<file path="config.mk">
export PLATFORM = sky130hd
export DESIGN_NAME = dram_port_arbiter
export DESIGN_NICKNAME = d
export VERILOG_FILES = /design/src/rtl/dram_port_arbiter.sv
export SDC_FILE = /design/constraint.sdc
export NUM_CORES = 1
export LEC_CHECK = 0
export CAP_MARGIN = 10
export CORE_AREA = 5 5 751 753
export DETAILED_ROUTE_END_ITERATION = 10
export DIE_AREA = 0 0 756 758
export SLEW_MARGIN = 30
export SYNTH_ARGS = -nofsm -noshare
export SYNTH_HDL_FRONTEND = slang
export SYNTH_SLANG_ARGS = --single-unit
</file>
<file path="constraint.sdc">
create_clock -name clk -period 32.3 [get_ports clk]
set_input_delay 6.46 -clock clk [delete_from_list [all_inputs] [get_ports clk]]
set_output_delay 6.46 -clock clk [all_outputs]
set_load 0.05 [all_outputs]
</file>
<file path="src/rtl/dram_port_arbiter.sv">
// dram_port_arbiter: round-robin owner of a single multi-lane DRAM port, one whole transaction per grant.
// Ports:
//   clk, reset            clock (rising edge), asynchronous active-high reset
//   req_en/rdwr/addr/wdata per-requester transaction request (|req_en[i] = pending)
//   req_valid             per-lane completion strobe, routed to the current winner only
//   req_rdata             DRAM read bytes, broadcast to all requesters
//   req_err               one-cycle watchdog abort pulse to the winner
//   grant                 one-hot port owner
//   dram_*                DRAM-side enables, direction, addresses, write data, read data and valids
module dram_port_arbiter #(
    parameter int NREQ    = 2,
    parameter int LANES   = 8,
    parameter int AW      = 64,
    parameter int TIMEOUT = 1024
) (
    input  logic                               clk,
    input  logic                               reset,
    input  logic [NREQ-1:0][LANES-1:0]         req_en,
    input  logic [NREQ-1:0]                    req_rdwr,
    input  logic [NREQ-1:0][LANES-1:0][AW-1:0] req_addr,
    input  logic [NREQ-1:0][LANES-1:0][7:0]    req_wdata,
    output logic [NREQ-1:0][LANES-1:0]         req_valid,
    output logic [LANES-1:0][7:0]              req_rdata,
    output logic [NREQ-1:0]                    req_err,
    output logic [NREQ-1:0]                    grant,
    output logic [LANES-1:0]                   dram_en,
    output logic                               dram_rdwr,
    output logic [LANES-1:0][AW-1:0]           dram_addr,
    output logic [LANES-1:0][7:0]              dram_data_out,
    input  logic [LANES-1:0][7:0]              dram_data_in,
    input  logic [LANES-1:0]                   dram_valid
);
    localparam int IW = $clog2(NREQ);
    localparam int WW = TIMEOUT > 1 ? $clog2(TIMEOUT) : 1;
    localparam logic [WW-1:0] WD_LAST = WW'(TIMEOUT > 0 ? TIMEOUT - 1 : 0);

    typedef enum logic [1:0] {IDLE, BUSY, RELEASE} state_t;

    state_t           state;
    logic [IW-1:0]    rr_ptr, win, pick, idx;
    logic             found, busy, all_done, wd_fire;
    logic [LANES-1:0] lat_en, done_mask, hit;
    logic [WW-1:0]    wd_cnt;

    // Scan downwards so the requester closest to rr_ptr is the last (winning) assignment.
    always_comb begin
        pick  = rr_ptr;
        idx   = rr_ptr;
        found = 1'b0;
        for (int k = NREQ - 1; k >= 0; k--) begin
            idx = IW'((int'(rr_ptr) + k) % NREQ);
            if (|req_en[idx]) begin
                pick  = idx;
                found = 1'b1;
            end
        end
    end

    assign busy      = state == BUSY;
    assign hit       = dram_valid & lat_en & ~done_mask;
    assign all_done  = (done_mask | (dram_valid & lat_en)) == lat_en;
    assign wd_fire   = TIMEOUT != 0 && wd_cnt == WD_LAST && !all_done;
    assign dram_en   = busy ? lat_en & ~done_mask : '0;
    assign req_rdata = dram_data_in;

    always_comb begin
        req_valid      = '0;
        req_valid[win] = busy ? hit : '0;
    end

    always_ff @(posedge clk or posedge reset) begin
        if (reset) begin
            state         <= IDLE;
            rr_ptr        <= '0;
            win           <= '0;
            grant         <= '0;
            lat_en        <= '0;
            done_mask     <= '0;
            wd_cnt        <= '0;
            req_err       <= '0;
            dram_rdwr     <= 1'b0;
            dram_addr     <= '0;
            dram_data_out <= '0;
        end else begin
            req_err <= '0;
            case (state)
                IDLE: if (found) begin
                    win           <= pick;
                    grant         <= NREQ'(1) << pick;
                    lat_en        <= req_en[pick];
                    dram_rdwr     <= req_rdwr[pick];
                    dram_addr     <= req_addr[pick];
                    dram_data_out <= req_wdata[pick];
                    done_mask     <= '0;
                    wd_cnt        <= '0;
                    state         <= BUSY;
                end
                BUSY: begin
                    done_mask <= done_mask | (dram_valid & lat_en);
                    wd_cnt    <= wd_cnt + 1'b1;
                    if (all_done) begin
                        state <= RELEASE;
                    end else if (wd_fire) begin
                        req_err[win] <= 1'b1;
                        state        <= RELEASE;
                    end
                end
                // Grant is held through this cycle so the winner can drop stale enables before re-arbitration.
                RELEASE: begin
                    rr_ptr <= win == IW'(NREQ - 1) ? '0 : win + 1'b1;
                    grant  <= '0;
                    state  <= IDLE;
                end
                default: state <= IDLE;
            endcase
        end
    end
endmodule
</file>
==> results.sh, run 1 <==
export IMPL_dpl_hpwl_um=386000
export IMPL_crit_type="in -> out"
export IMPL_p_per_area_nw_per_um2=113
export IMPL_reg2reg_to="dram_addr[205]"
export IMPL_row_count=274
export IMPL_cts_tree="built"
export IMPL_final_max_slew_violation_count=0
export IMPL_firstDrtPassIters=5
export IMPL_worst_setup_path_start_kind="input pin"
export IMPL_drt_iter0_markers=2509
export IMPL_reg2reg_depth=9
export IMPL_drc=0
export IMPL_drive_gt1_share_pct=5.97
export IMPL_yosysWarnings=0
export IMPL_drt_total_wl_um=424000
export IMPL_antenna_found_initial=530
export IMPL_max_freq_mhz=67.0
export IMPL_postCtsHoldBufs=0
export IMPL_synthArstFlopShare_pct=100
export IMPL_post_cts_buffers=0
export IMPL_numCtsBuffers=87
export IMPL_crit_start="dram_valid[5]"
export IMPL_syn_cell_area_um2=25900
export IMPL_rrSetupSlack_ns=27.46
export IMPL_synthTopCellsByArea="dfrtp_1 (59%), nor2_1 (18%), o22ai_1 (14%), buf_4 (3.3%), buf_2 (1.1%)"
export IMPL_rsz0062_at_grt="no"
export IMPL_cts_resized=0
export IMPL_area_delta_synth_final_pct=111
export IMPL_cts_sinks=611
export IMPL_crit_path_end_kind="output port"
export IMPL_cts_buffer_depth=4
export IMPL_wl_per_cell_um=35.1
export IMPL_cap_violations=0
export IMPL_drtAntennaViolNets=0
export IMPL_timing_rr_start="rr_ptr"
export IMPL_slew_headroom_pct=25.2
export IMPL_report_final_setup_viol=0
export IMPL_finalSetupTns_ns=0
export IMPL_avgSynthCellArea_um2=9.28
export IMPL_grt_pass1_vias=30835
export IMPL_pin_count=1913
export IMPL_worstMarginPinSlew_ns=1.12
export IMPL_cts_max_level=3
export IMPL_status="complete, no violations"
export IMPL_min_path_type="reg -> reg"
export IMPL_syn_inst=2788
export IMPL_design_die_area_um2=573000
export IMPL_clock_latency_ns=0.84
export IMPL_grt_total_usage_pct=14.1
export IMPL_num_vias=32221
export IMPL_core_um2=556000
export IMPL_fin_crit_ns=14.92
export IMPL_via_per_inst=2.67
export IMPL_clock_skew_ns=0.0524
export IMPL_fin_crit_sh_pct=46.2
export IMPL_crit_fanout=3
export IMPL_grt_pass1_wl_um=491000
export IMPL_final_cell_mix="clkdlybuf4s50_1 (1715), nor2_1 (1207), dfrtp_1 (611)"
export IMPL_vdd_drop_max_mv=0.0643
export IMPL_initial_core_util_pct=4.66
export IMPL_die_h_um=758
export IMPL_io_buffers=1784
export IMPL_holdWs_ns=0.479
export IMPL_syn_nets=4033
export IMPL_cts_root_buf="clkbuf_16"
export IMPL_arrival_ns=8.46
export IMPL_clkTransAtPathRegs_ns=0.06
export IMPL_yosysUniqueCellTypes=41
export IMPL_yosys_area_top_type="dfrtp_1"
export IMPL_grt_overflow_total=0
export IMPL_ys_dominant_reg_cell="dfrtp_1"
export IMPL_netlist_area_leader_share_pct=59.1
export IMPL_ys_ff_latch=611
export IMPL_grt_max_degree=121
export IMPL_layout_nets=5696
export IMPL_gp_congestion=0.953
export IMPL_die_x_um=756
export IMPL_synth_edf_count=0
export IMPL_hold_viol=0
export IMPL_layout_commonest_cell="clkdlybuf4s50_1"
export IMPL_required_ns=25.84
export IMPL_endpoint="req_valid[5]"
export IMPL_leakage_uw=0.0188
export IMPL_yosysSeqAreaShare_pct=59.1
-- cell type report --
| cell class | count | area, um2 |
|---|---|---|
| Fill cell | 64400 | 501000 |
| Timing Repair Buffer | 1839 | 18000 |
| Sequential cell | 611 | 15300 |
| Tap cell | 7452 | 9320 |
| Multi-Input combinational cell | 1905 | 8920 |
| Clock buffer | 112 | 2410 |
| Clock inverter | 33 | 365 |
| Antenna cell | 123 | 308 |
| Inverter | 7 | 33.8 |
-- worst min path at each step --
| stage | startpoint | endpoint | slack [ns] | cells past startpoint |
|---|---|---|---|---|
| final | wd_cnt[5] | wd_cnt[5] | 0.48 | 1 |
| after global routing | wd_cnt[5] | wd_cnt[5] | 0.48 | 1 |
| after CTS | wd_cnt[5] | wd_cnt[5] | 0.47 | 1 |
| after detailed placement | wd_cnt[5] | wd_cnt[5] | 0.46 | 1 |
| after global placement | wd_cnt[5] | wd_cnt[5] | 0.45 | 1 |
| after floorplan | wd_cnt[5] | wd_cnt[5] | 0.43 | 1 |
-- state kept, by name, indices dropped and copies added, names as in the netlist --
register	flops
done_mask	8
dram_addr	512
dram_data_out	64
dram_rdwr	1
grant	2
lat_en	8
req_err	2
rr_ptr	1
state	2
wd_cnt	10
win	1
-- synth_stat cells (2+ instances only) --
master    number
buf_2         57
nor3b_1        2
o21ai_1        3
a21oi_1       12
nand2b_1      14
o21ai_0        9
nor2_1      1208
nand3b_1       6
buf_4        115
o22ai_1      590
nand2_1       12
and3_1         3
inv_1          7
or4_4          2
a31oi_1        6
xor2_1         2
a22oi_1        3
clkbuf_1      71
buf_6         20
dfrtp_1      611
nand3_1       13
nor4_2         2
nor4_1         2
-- layer usage --
layer  up-vias  GRT usage, %  part of all wire (%)
met4       246          7.11                   6.7
met1     15108          14.8                    35
met5         -             0                  0.38
met3      1117          11.8                    19
met2      2685          19.8                    39
li1      13065             -                     -
-- cell families after synthesis --
family                     share of synthesized area [%]
and+or+nand+nor                                     19.0
AOI/OAI and AO/OA                                   15.2
DFF                                                 59.1
buffers and inverters                               6.53
xor gates and xnor gates                          0.0677
adders and majority gates                         0.0483
-- worst max-delay path, stage by stage --
cell             delay, ns
clkdlybuf4s50_1       0.53
nand3_1               0.32
nor2_1                0.27
clkdlybuf4s50_1       0.86
-- where the power goes --
group	leakage, uW	switching, uW	internal, uW
sequential	0.00674	240	1140
combinational	0.0107	2750	1070
clock	0.00137	422	572
total	0.0188	3410	2790
-- through the flow --
step	setup WS, ns	util, %	cells	area, um2	total power (uW)
floorplan	8.73	-	2788	25900	3460
global placement	17.35	9.30	11813	51700	5240
detailed placement	17.38	9.29	11813	51600	5260
CTS	17.37	9.79	11958	54400	6300
global route	17.41	9.80	12000	54500	6480
finish	17.38	9.84	12082	54700	6200
Note: power is estimated with default switching activity, not from simulation.
==> run 2: changes to the inputs <==
- clock period: 32.3 -> 13.65 ns (I/O delays scaled with it)
==> results.sh, run 2 (same netlist as run 1, synthesis figures left out) <==
export IMPL_drtAntennaViolNets=0
export IMPL_grt_total_usage_pct=14.1
export IMPL_cts_resized=0
export IMPL_holdWs_ns=0.477
export IMPL_core_um2=556000
export IMPL_report_final_setup_viol=0
export IMPL_status="complete, no violations"
export IMPL_vdd_drop_max_mv=0.167
export IMPL_pin_count=1913
export IMPL_fin_crit_ns=7.36
export IMPL_final_cell_mix="clkdlybuf4s50_1 (1717), nor2_1 (1208), dfrtp_1 (611)"
export IMPL_slowest_stage="clkdlybuf4s50_1"
export IMPL_fin_crit_sh_pct=53.9
export IMPL_final_max_slew_violation_count=0
export IMPL_cts_root_buf="clkbuf_16"
export IMPL_wl_met1_um=144000
export IMPL_routed_top_layer="met5"
export IMPL_row_count=274
export IMPL_area_delta_synth_final_pct=112
export IMPL_design_die_area_um2=573000
export IMPL_reg_top3="dram_addr x512, dram_data_out x64, wd_cnt x10"
export IMPL_grt_overflow_total=0
export IMPL_layout_nets=5691
export IMPL_max_freq_mhz=136
export IMPL_initial_core_util_pct=4.66
export IMPL_final_util_pct=9.89
export IMPL_num_vias=32342
export IMPL_rsz0062_at_grt="no"
export IMPL_drive_gt1_share_pct=5.92
export IMPL_cap_violations=0
export IMPL_arrival_ns=4.63
export IMPL_io_buffers=1784
export IMPL_die_h_um=758
export IMPL_crit_path_end_kind="output port"
export IMPL_cts_tree="built"
export IMPL_grt_pass1_vias=30919
export IMPL_antenna_found_initial=527
export IMPL_setup_ws_ns=6.29
export IMPL_required_ns=10.92
export IMPL_largest_reg_flops=512
export IMPL_worstPathCellList="clkdlybuf4s50_1 -> nand3_1 -> nor2_1 -> clkdlybuf4s50_1"
export IMPL_crit_fanout=3
export IMPL_clkTransAtPathRegs_ns=0.06
export IMPL_drt_total_wl_um=424000
export IMPL_firstDrtPassIters=5
export IMPL_clock_latency_ns=0.81
export IMPL_via_per_inst=2.67
export IMPL_place_area_um2=51700
export IMPL_pre_cts_ws_ns=6.29
export IMPL_drc=0
export IMPL_slew_headroom_pct=25.4
export IMPL_cts_buffer_depth=4
export IMPL_max_stage_delay_ns=0.83
export IMPL_drt_iter0_markers=2649
export IMPL_wl_per_cell_um=35.1
export IMPL_min_path_type="reg -> reg"
export IMPL_worstMarginPinSlew_ns=1.12
export IMPL_numCtsBuffers=86
export IMPL_post_cts_buffers=0
export IMPL_grt_pass1_wl_um=491000
export IMPL_clock_skew_ns=0.0407
export IMPL_gp_congestion=0.962
export IMPL_largest_register="dram_addr"
export IMPL_crit_type="in -> out"
export IMPL_layout_commonest_cell="clkdlybuf4s50_1"
export IMPL_grt_max_degree=129
export IMPL_dpl_hpwl_um=385000
export IMPL_dr_wl_met2_um=163000
export IMPL_design_area_um2=55000
export IMPL_worst_setup_path_start_kind="input pin"
export IMPL_hold_viol=0
export IMPL_cts_sinks=611
export IMPL_route_met3_wl_um=87100
export IMPL_cts_max_level=3
export IMPL_die_x_um=756
export IMPL_finalSetupTns_ns=0
export IMPL_p_per_area_nw_per_um2=268
export IMPL_leakage_uw=0.0189
export IMPL_postCtsHoldBufs=0
export IMPL_crit_top_cell="clkdlybuf4s50_1"
==> run 2: cell types whose count changed in the layout (fill, tap and decap cells not counted), moves of 3 or more <==
cell,change
clkinvlp_4,+3
diode_2,+22
clkinv_4,+5
clkinv_2,-3
clkbuf_8,+4
buf_2,-17
buf_12,+11
inv_6,-4
==> run 2: stage by stage <==
stage / cells / total power [uW]
after CTS: 11958 / 15000
after global routing: 12001 / 15400
after floorplan: 2788 / 8190
after detailed placement: 11808 / 12500
final: 12105 / 14700
after global placement: 11808 / 12400
==> run 2: worst max-delay path, delay by kind of cell <==
kind	cells	cell delay, ns
and+or+nand+nor	2	0.48
buffers and inverters	2	1.41
==> run 2: path summary, 6_finish.rpt <==
path | end | start | depth (start not counted) | slack, ns
hold reg to reg | wd_cnt[5] | wd_cnt[5] | 1 | 0.48
setup reg to reg | dram_addr[351] | state[0] | 9 | 9.19
min in group asynchronous | dram_addr[71] | reset | 2 | 2.30
setup / recovery | req_valid[12] | dram_valid[4] | 4 | 6.29
hold / removal | wd_cnt[5] | wd_cnt[5] | 1 | 0.48
max in group asynchronous | dram_addr[3] | reset | 5 | 8.96
==> run 2: layout make-up <==
class                      instances  area (um2)
fill                           64392      501000
timing repair buffer            1835       18200
sequential                       611       15300
tap                             7452        9320
multi-input combinational       1905        8920
clock buffer                     116        2450
clock inverter                    34         404
antenna                          145         363
inverter                           7        30.0
==> run 2: metal layers <==
layer / vias to the layer above / GRT usage [%]
met5: - / 0
met4: 254 / 6.91
met3: 1122 / 12.9
met2: 2723 / 19.7
met1: 15160 / 14.3
li1: 13083 / -
==> run 2: report_power, final <==
| group | switching, uW | internal [uW] |
|---|---|---|
| logic | 6450 | 2580 |
| registers | 608 | 2700 |
| clock network | 1010 | 1370 |
